## config.mk

```make
export PLATFORM = sky130hd
export DESIGN_NAME = frame_pass_sched
export DESIGN_NICKNAME = d
export VERILOG_FILES = /design/src/rtl/frame_pass_sched.sv
export SDC_FILE = /design/constraint.sdc
export NUM_CORES = 1
export LEC_CHECK = 0
export BUFFER_PORTS_ARGS = -buffer_cell sky130_fd_sc_hd__buf_4
export CAP_MARGIN = 20
export CELL_PAD_IN_SITES_DETAIL_PLACEMENT = 1
export CELL_PAD_IN_SITES_GLOBAL_PLACEMENT = 2
export CORE_ASPECT_RATIO = 1.25
export CORE_MARGIN = 2
export CORE_UTILIZATION = 34
export DETAILED_ROUTE_END_ITERATION = 16
export GPL_TIMING_DRIVEN = 1
export PLACE_DENSITY_LB_ADDON = 0.1
export SKIP_LAST_GASP = 1
export SYNTH_ARGS = -nofsm -noshare
export SYNTH_HDL_FRONTEND = slang
export SYNTH_SLANG_ARGS = --single-unit
```

## constraint.sdc

```tcl
create_clock -name clk25 -period 2.9 [get_ports clk25]
set_input_delay 0.435 -clock clk25 [delete_from_list [all_inputs] [get_ports clk25]]
set_output_delay 0.435 -clock clk25 [all_outputs]
set_load 0.05 [all_outputs]
```

## src/rtl/frame_pass_sched.sv

```systemverilog
`timescale 1ns/1ps
`default_nettype none
// ============================================================================
// Module      : frame_pass_sched
// Description : Frame-synchronous sequencer for the mem0 -> mem1 pixel pass.
//               Waits for a captured frame, streams one read/write pass over
//               it (write trails read by the 1-cycle BRAM latency), then
//               optionally starts the LeNet engine and waits for completion.
//               Optional build macro FRAME_PASS_SCHED_TIMEOUT_EN bounds the
//               LeNet wait to TIMEOUT cycles.
// Revision    : 1.0 - initial release
// ============================================================================
module frame_pass_sched #(
    parameter int width   = 640,
    parameter int height  = 480,
    parameter int TIMEOUT = 1048575
) (
    input  logic        clk25,
    input  logic        rst_n,
    input  logic        cam_frame_done,
    input  logic        lenet_signal,
    input  logic        lenet_done,
    output logic [18:0] rd_addr,
    output logic        rd_en,
    output logic [18:0] wr_addr,
    output logic        we,
    output logic        pass_active,
    output logic        lenet_start,
    output logic [7:0]  frame_cnt,
    output logic        overrun,
    output logic        timeout
);

    localparam int          c_frame     = width * height;
    localparam logic [18:0] c_last_addr = 19'(c_frame - 1);

    typedef enum logic [1:0] {
        S_IDLE  = 2'd0,
        S_PROC  = 2'd1,
        S_DRAIN = 2'd2,
        S_LENET = 2'd3
    } state_t;

    state_t      r_state;
    state_t      w_state_nxt;

    logic [18:0] r_rd_addr;
    logic [18:0] w_rd_addr_nxt;
    logic        r_rd_en;
    logic        w_rd_en_nxt;
    logic [18:0] r_wr_addr;
    logic [18:0] w_wr_addr_nxt;
    logic        r_we;
    logic        w_we_nxt;
    logic        r_pass_active;
    logic        w_pass_active_nxt;
    logic        r_lenet_start;
    logic        w_lenet_start_nxt;
    logic [7:0]  r_frame_cnt;
    logic [7:0]  w_frame_cnt_nxt;
    logic        r_overrun;
    logic        w_overrun_nxt;

`ifdef FRAME_PASS_SCHED_TIMEOUT_EN
    // Last value of the wait counter before the LeNet wait is abandoned:
    // the counter reads 0 in the first LENET cycle, so TIMEOUT cycles have
    // been spent when it reads TIMEOUT-1.
    localparam logic [19:0] c_wait_last = 20'(TIMEOUT - 1);

    logic [19:0] r_wait;
    logic        r_timeout;
    logic        w_wait_hit;
    logic        w_timeout_nxt;

    assign w_wait_hit = (r_state == S_LENET) && (r_wait == c_wait_last);

    // Wait counter: zero outside LENET, so it is cleared on every LENET entry.
    always_ff @(posedge clk25 or negedge rst_n) begin
        if (!rst_n) begin
            r_wait <= 20'd0;
        end else if (r_state == S_LENET) begin
            r_wait <= r_wait + 20'd1;
        end else begin
            r_wait <= 20'd0;
        end
    end

    // Registered timeout pulse.
    always_ff @(posedge clk25 or negedge rst_n) begin
        if (!rst_n) begin
            r_timeout <= 1'b0;
        end else begin
            r_timeout <= w_timeout_nxt;
        end
    end

    assign timeout = r_timeout;
`else
    assign timeout = 1'b0;
`endif

    // State register and registered outputs.
    always_ff @(posedge clk25 or negedge rst_n) begin
        if (!rst_n) begin
            r_state       <= S_IDLE;
            r_rd_addr     <= 19'd0;
            r_rd_en       <= 1'b0;
            r_wr_addr     <= 19'd0;
            r_we          <= 1'b0;
            r_pass_active <= 1'b0;
            r_lenet_start <= 1'b0;
            r_frame_cnt   <= 8'd0;
            r_overrun     <= 1'b0;
        end else begin
            r_state       <= w_state_nxt;
            r_rd_addr     <= w_rd_addr_nxt;
            r_rd_en       <= w_rd_en_nxt;
            r_wr_addr     <= w_wr_addr_nxt;
            r_we          <= w_we_nxt;
            r_pass_active <= w_pass_active_nxt;
            r_lenet_start <= w_lenet_start_nxt;
            r_frame_cnt   <= w_frame_cnt_nxt;
            r_overrun     <= w_overrun_nxt;
        end
    end

    // Next-state and next-output decode; outputs are computed one cycle
    // ahead so every port comes straight from a flop.
    always_comb begin
        w_state_nxt       = r_state;
        w_rd_addr_nxt     = r_rd_addr;
        w_rd_en_nxt       = 1'b0;
        w_wr_addr_nxt     = r_wr_addr;
        w_we_nxt          = 1'b0;
        w_pass_active_nxt = 1'b0;
        w_lenet_start_nxt = 1'b0;
        w_frame_cnt_nxt   = r_frame_cnt;
        // A frame arriving while busy is dropped and flagged.
        w_overrun_nxt     = cam_frame_done && (r_state != S_IDLE);
`ifdef FRAME_PASS_SCHED_TIMEOUT_EN
        w_timeout_nxt     = 1'b0;
`endif

        case (r_state)
            S_IDLE: begin
                if (cam_frame_done) begin
                    w_state_nxt       = S_PROC;
                    w_rd_en_nxt       = 1'b1;
                    w_rd_addr_nxt     = 19'd0;
                    w_pass_active_nxt = 1'b1;
                end
            end

            S_PROC: begin
                // Write the pixel whose read was issued this cycle; it
                // returns from the BRAM one cycle later.
                w_pass_active_nxt = 1'b1;
                w_we_nxt          = 1'b1;
                w_wr_addr_nxt     = r_rd_addr;
                if (r_rd_addr == c_last_addr) begin
                    w_state_nxt = S_DRAIN;
                end else begin
                    w_rd_en_nxt   = 1'b1;
                    w_rd_addr_nxt = r_rd_addr + 19'd1;
                end
            end

            S_DRAIN: begin
                w_frame_cnt_nxt = r_frame_cnt + 8'd1;
                if (lenet_signal) begin
                    w_state_nxt       = S_LENET;
                    w_lenet_start_nxt = 1'b1;
                end else begin
                    w_state_nxt = S_IDLE;
                end
            end

            S_LENET: begin
                // r_lenet_start is high only in the first LENET cycle, in
                // which a done pulse cannot belong to this run.
                if (!r_lenet_start && lenet_done) begin
                    w_state_nxt = S_IDLE;
                end
`ifdef FRAME_PASS_SCHED_TIMEOUT_EN
                else if (w_wait_hit) begin
                    w_state_nxt   = S_IDLE;
                    w_timeout_nxt = 1'b1;
                end
`endif
            end

            default: begin
                w_state_nxt = S_IDLE;
            end
        endcase
    end

    assign rd_addr     = r_rd_addr;
    assign rd_en       = r_rd_en;
    assign wr_addr     = r_wr_addr;
    assign we          = r_we;
    assign pass_active = r_pass_active;
    assign lenet_start = r_lenet_start;
    assign frame_cnt   = r_frame_cnt;
    assign overrun     = r_overrun;

endmodule
`default_nettype wire

```

Yosys cells after proc, flatten, opt, wreduce, memory -nomap -nowiden
Index checks and enable logic that the tools add are counted.
{"block": "totals", "register_bits": 53, "in_bits": 5, "out_inout_bits": 52, "elab_cells": 42}
{"block": "op_classes", "muxes": 15, "n_reduce_logical": 8, "n_addsub": 2, "n_eq_ne": 8}
{"cell": "$mux W19", "n": 2}
{"cell": "$pmux W19 S2", "n": 1}
{"cell": "$add A19 B1 Y19 const B", "n": 1}
{"cell": "$eq A19 B19 Y1 const B", "n": 1}
{"cell": "$add A8 B1 Y8 const B", "n": 1}
{"cell": "$mux W2", "n": 4}
{"cell": "$ne A2 B2 Y1 const B", "n": 4}
{"cell": "$pmux W2 S4", "n": 1}
{"cell": "$reduce_and A3 Y1", "n": 2}
{"cell": "$mux W1", "n": 5}
{"cell": "$eq A2 B2 Y1 const B", "n": 2}
{"cell": "$pmux W1 S2", "n": 2}
{"cell": "$reduce_bool A2 Y1", "n": 2}
{"cell": "$eq A2 B1 Y1 const B", "n": 1}
{"cell": "$logic_and A1 B1 Y1", "n": 2}
{"cell": "$logic_not A2 Y1", "n": 1}
{"cell": "$logic_not A1 Y1", "n": 1}

Depth between registers and ports, before layout
{"block": "depth", "ltp_word": 4, "ltp_mapped": 8, "mapped_depth_nobuf": 6}

Worst setup path before layout
Ideal clock, no wire load.
{"block": "synth_timing", "path_type": "register to register", "start": "reg r_rd_addr[1], in the netlist rd_addr[1]", "end": "reg r_rd_addr[0], in the netlist rd_addr[0]", "required_ns": 2.775, "setup_slack_ns": 0.597, "period_less_slack_ns": 2.303, "setup_ns": 0.125, "path_buffers": 2, "arrival_time_ns": 2.179, "stages_incl_launch_ff": 8, "cell_sequence": "dfrtp_1 ha_1 and2_1 and4_1 clkbuf_1 a21oi_1 buf_2 mux2_2"}
{"block": "synth_between", "elab_chain_len": 3}
{"element": "start: declaration", "line": "47", "rtl": "logic [18:0] r_rd_addr;"}
{"element": "start signal: assignment", "line": "116", "rtl": "r_rd_addr <= w_rd_addr_nxt;"}
{"element": "$eq A19 B19 Y1", "line": "160", "rtl": "if (r_rd_addr == c_last_addr) begin"}
{"element": "$ne A2 B2 Y1 (no source line)"}
{"element": "$reduce_and A3 Y1 (no source line)"}
No other way between the ends.
A chain may end at the register's enable or synchronous reset.

Worst setup path after layout
{"block": "layout_timing", "start": "reg r_rd_addr[13], in the netlist rd_addr[13]", "end": "reg r_rd_addr[17], in the netlist rd_addr[17]"}
{"block": "layout_between", "elab_chain_len": 3, "word_cells_on_any_way": 6, "cone_classes": "add/sub (1); eq/ne (2); mux (2); reduce/logical (1)"}
{"element": "$add A19 B1 Y19 / $eq A19 B19 Y1 (equally long branches)", "line": "164, 160"}
{"element": "$mux W19 / $ne A2 B2 Y1 (equally long branches)"}
{"element": "$pmux W19 S2 / $reduce_and A3 Y1 (equally long branches)"}
Several ways; a longest one is shown, not always the timed one. The select of a mux whose other input is x is not followed.

==> metrics <==
CP Cell Sequence or3b_1 > or4_4 > o21ai_4 > inv_1 > a31oi_1; CTS clk-pin slew, worst paths approximately 0.09 ns; dominant cell type by area after synthesis dfrtp_1; top-count cell post-synth nand2_1; critical path class flop to flop; WL final ~6000 um; wire per inst between 15 and 20 um; global-route wire length before repair approximately 10000 um; delay of the slowest cell on the worst path between 0.5 and 0.6 ns; fillcell total 804; Hold Buf Count CTS 0; Final Wtd Congestion 0.768; crit-path max FO 17; Syn Inst Count between 200 and 300; initial antenna violation count 0; CTS Buf Count 5; Multi-input gate area 993 sq um; Leak Pwr 1.49 nW; antenna viol nets, final 0; status complete, no violations; clk sinks 53; Synth area leaders dfrtp_1 55%, nand2_1 11%, o21ai_0 4.8%, nand3_1 2.9%, a21oi_1 1.9%; Setup violations, final 0; clock network fraction of total power between 10% and 20%; Die X around 80 um; P_sw about 1.5 mW; critical path data arrival time 2.40 ns; Die Area between 7000 and 8000 sq um; Post-CTS Resized 0; Final Cell Area approximately 3000 sq um; worst min-delay path class input pin to async pin; Synth async-reset ratio between 90% and 100%; fin. max-slew vios 0; R2R cell count 5; Worst Skew around 0.005 ns; Seq. cell area 1330 sq um; post-synthesis register bit count 53; Setup Fix Bufs, Post-CTS 0; hpwl dp between 4000 and 5000 um; VDD IR max 0.000490 V; Max Fclk approximately 460 MHz; Clock Tree Root clkbuf_8; Tmin final approximately 2.2 ns; reg2reg end rd_addr[17]; Cell Area, Placed 2910 sq um; worst setup margin ~0.73 ns; Synth cell types 37; share of the synthesized area in the top cell type 54.8%; Flop pwr share 36.7%; Pre-Repair DR Iteration Count 4; Worst-Margin Slew about 0.68 ns; Synthesis Warnings 0; TritonCTS clock tree done; crit share post-route 74.9%; sequential fraction of the synthesis area 54.8%; Port Buf Inserts 55; total grt overflow 0; setup_tns 0 ns; Overall Global Routing Usage around 16%; row count 34; Die H 98.3 um; starting density of the core a little over a third; Post-synth EDFFs 0; flop2flop setup slack 0.73 ns; Critical Path Source Type flop; vias per cell between 5 and 6; pwr/cell area between 900 and 1000 nW/um^2; core area a little under 7000 sq um; max-cap viol count 0; dominant synthesized flop cell dfrtp_1; via count of the first global-routing pass between 2000 and 2500; P&R area growth vs syn 23.6%; drt initial violations just under 80; worst reg2reg startpoint rd_addr[13]; nets approximately 320; P_int about 1.5 mW; n_diodes 0; relative slew slack a little over half; Critical Path RT 3.13 ns; Crit. End Element flop; clk buf depth 2; Syn Std Cell Area around 2400 sq um; layout cells sized above 1 around 23%; Switching Fraction between 40 and 50%; io pins 57; power share of the combinational group between 40% and 50%; CTS H-tree depth 2; Vias about 2000; Avg Inst Size Synth about 9.4 sq um; clk_lat worst skew ~0.31 ns; crit path max-delay cell type dfrtp_1; hold slack approximately 0.16 ns; most frequent cells after synthesis 71 x nand2_1, 53 x dfrtp_1, 23 x o21ai_0; endpoints failing hold 0; post-synth net total between 200 and 300; unrepaired setup endpoints after global routing false; pin count of the biggest net entering global routing 54; # DRC 0; Setup WS pre-CTS between 0.7 and 0.8 ns
[worst max-delay path by stage]
stage	from	end	slack (ns)	cells after the start
finish	rd_addr[13]	rd_addr[17]	0.73	5
global route	rd_addr[0]	rd_addr[13]	0.60	7
CTS	rd_addr[0]	rd_addr[13]	0.73	7
detailed placement	rd_addr[12]	rd_addr[17]	0.75	5
global placement	rd_addr[0]	rd_addr[13]	0.76	7
floorplan	rd_addr[1]	rd_addr[0]	0.60	7
[final cells by class]
class                           count  area share [%]
Tap cell                           90            3.76
Multi-Input combinational cell    185            33.2
Sequential cell                    53            44.3
Inverter                            4           0.502
Clock buffer                        7            2.89
Timing Repair Buffer               61            15.3
[per-layer routing]
metal,GRT usage [%],up-vias,wire (um)
met5,0,-,0
met4,4.38,0,67
met3,2.77,5,190
met2,27.4,44,3040
met1,21.6,1015,2720
li1,-,983,-
[per-stage QoR]
step	utilization [%]	total power, mW	cells
3_3_place_gp	41.9	2.57	393
2_1_floorplan	-	2.10	258
5_1_grt	43.1	3.18	400
4_1_cts	43.1	3.03	400
3_5_place_dp	41.9	2.59	393
6_report	43.1	2.98	400
[cell families (layout without fill, tap and decap cells)]
logic type / after synthesis / count (layout) / synth area share [%]
xor gates and xnor gates: 8 / 8 / 2.90
AOI/OAI and AO/OA: 48 / 48 / 11.8
muxes: 4 / 4 / 1.76
DFF: 53 / 53 / 54.8
adders and majority gates: 2 / 2 / 1.03
buffers and inverters: 20 / 72 / 4.14
other: 1 / 1 / 0.155
and+or+nand+nor: 122 / 122 / 23.4
[power groups by stage]
stage	registers, mW	logic (mW)	clock network, mW
2_1_floorplan	1.54	0.559	0
3_3_place_gp	1.11	1.46	0
3_5_place_dp	1.11	1.48	0
4_1_cts	1.10	1.48	0.446
5_1_grt	1.13	1.58	0.475
6_report	1.09	1.45	0.430
[state kept, by name, summed over array words and instances, names as in the netlist]
register / flops
overrun: 1
wr_addr: 19
frame_cnt: 8
rd_addr: 19
we: 1
r_state: 2
lenet_start: 1
pass_active: 1
rd_en: 1
[critical path, delay by kind of cell (launching register included)]
family | cells | cell delay (ns)
AOI/OAI and AO/OA | 2 | 0.61
buffers and inverters | 1 | 0.14
and+or+nand+nor | 2 | 0.84
DFF | 1 | 0.51
[cells in the final DEF (no fill, tap or decap), types with 2 or more instances in the layout]
cell and count:
a21oi_1 9, a31oi_1 7, and2_1 4, and3_1 3, and4_1 5, buf_4 61, clkbuf_8 6, dfrtp_1 53
ha_1 2, inv_1 4, mux2_2 2, mux2i_1 2, nand2_1 71, nand2b_1 2, nand3_1 14, nand4_1 7
nor2_1 8, nor3_1 3, o21ai_0 23, o41ai_1 2, or3b_1 2, xnor2_1 5, xor2_1 3
Note: power is estimated with default switching activity, not from simulation.
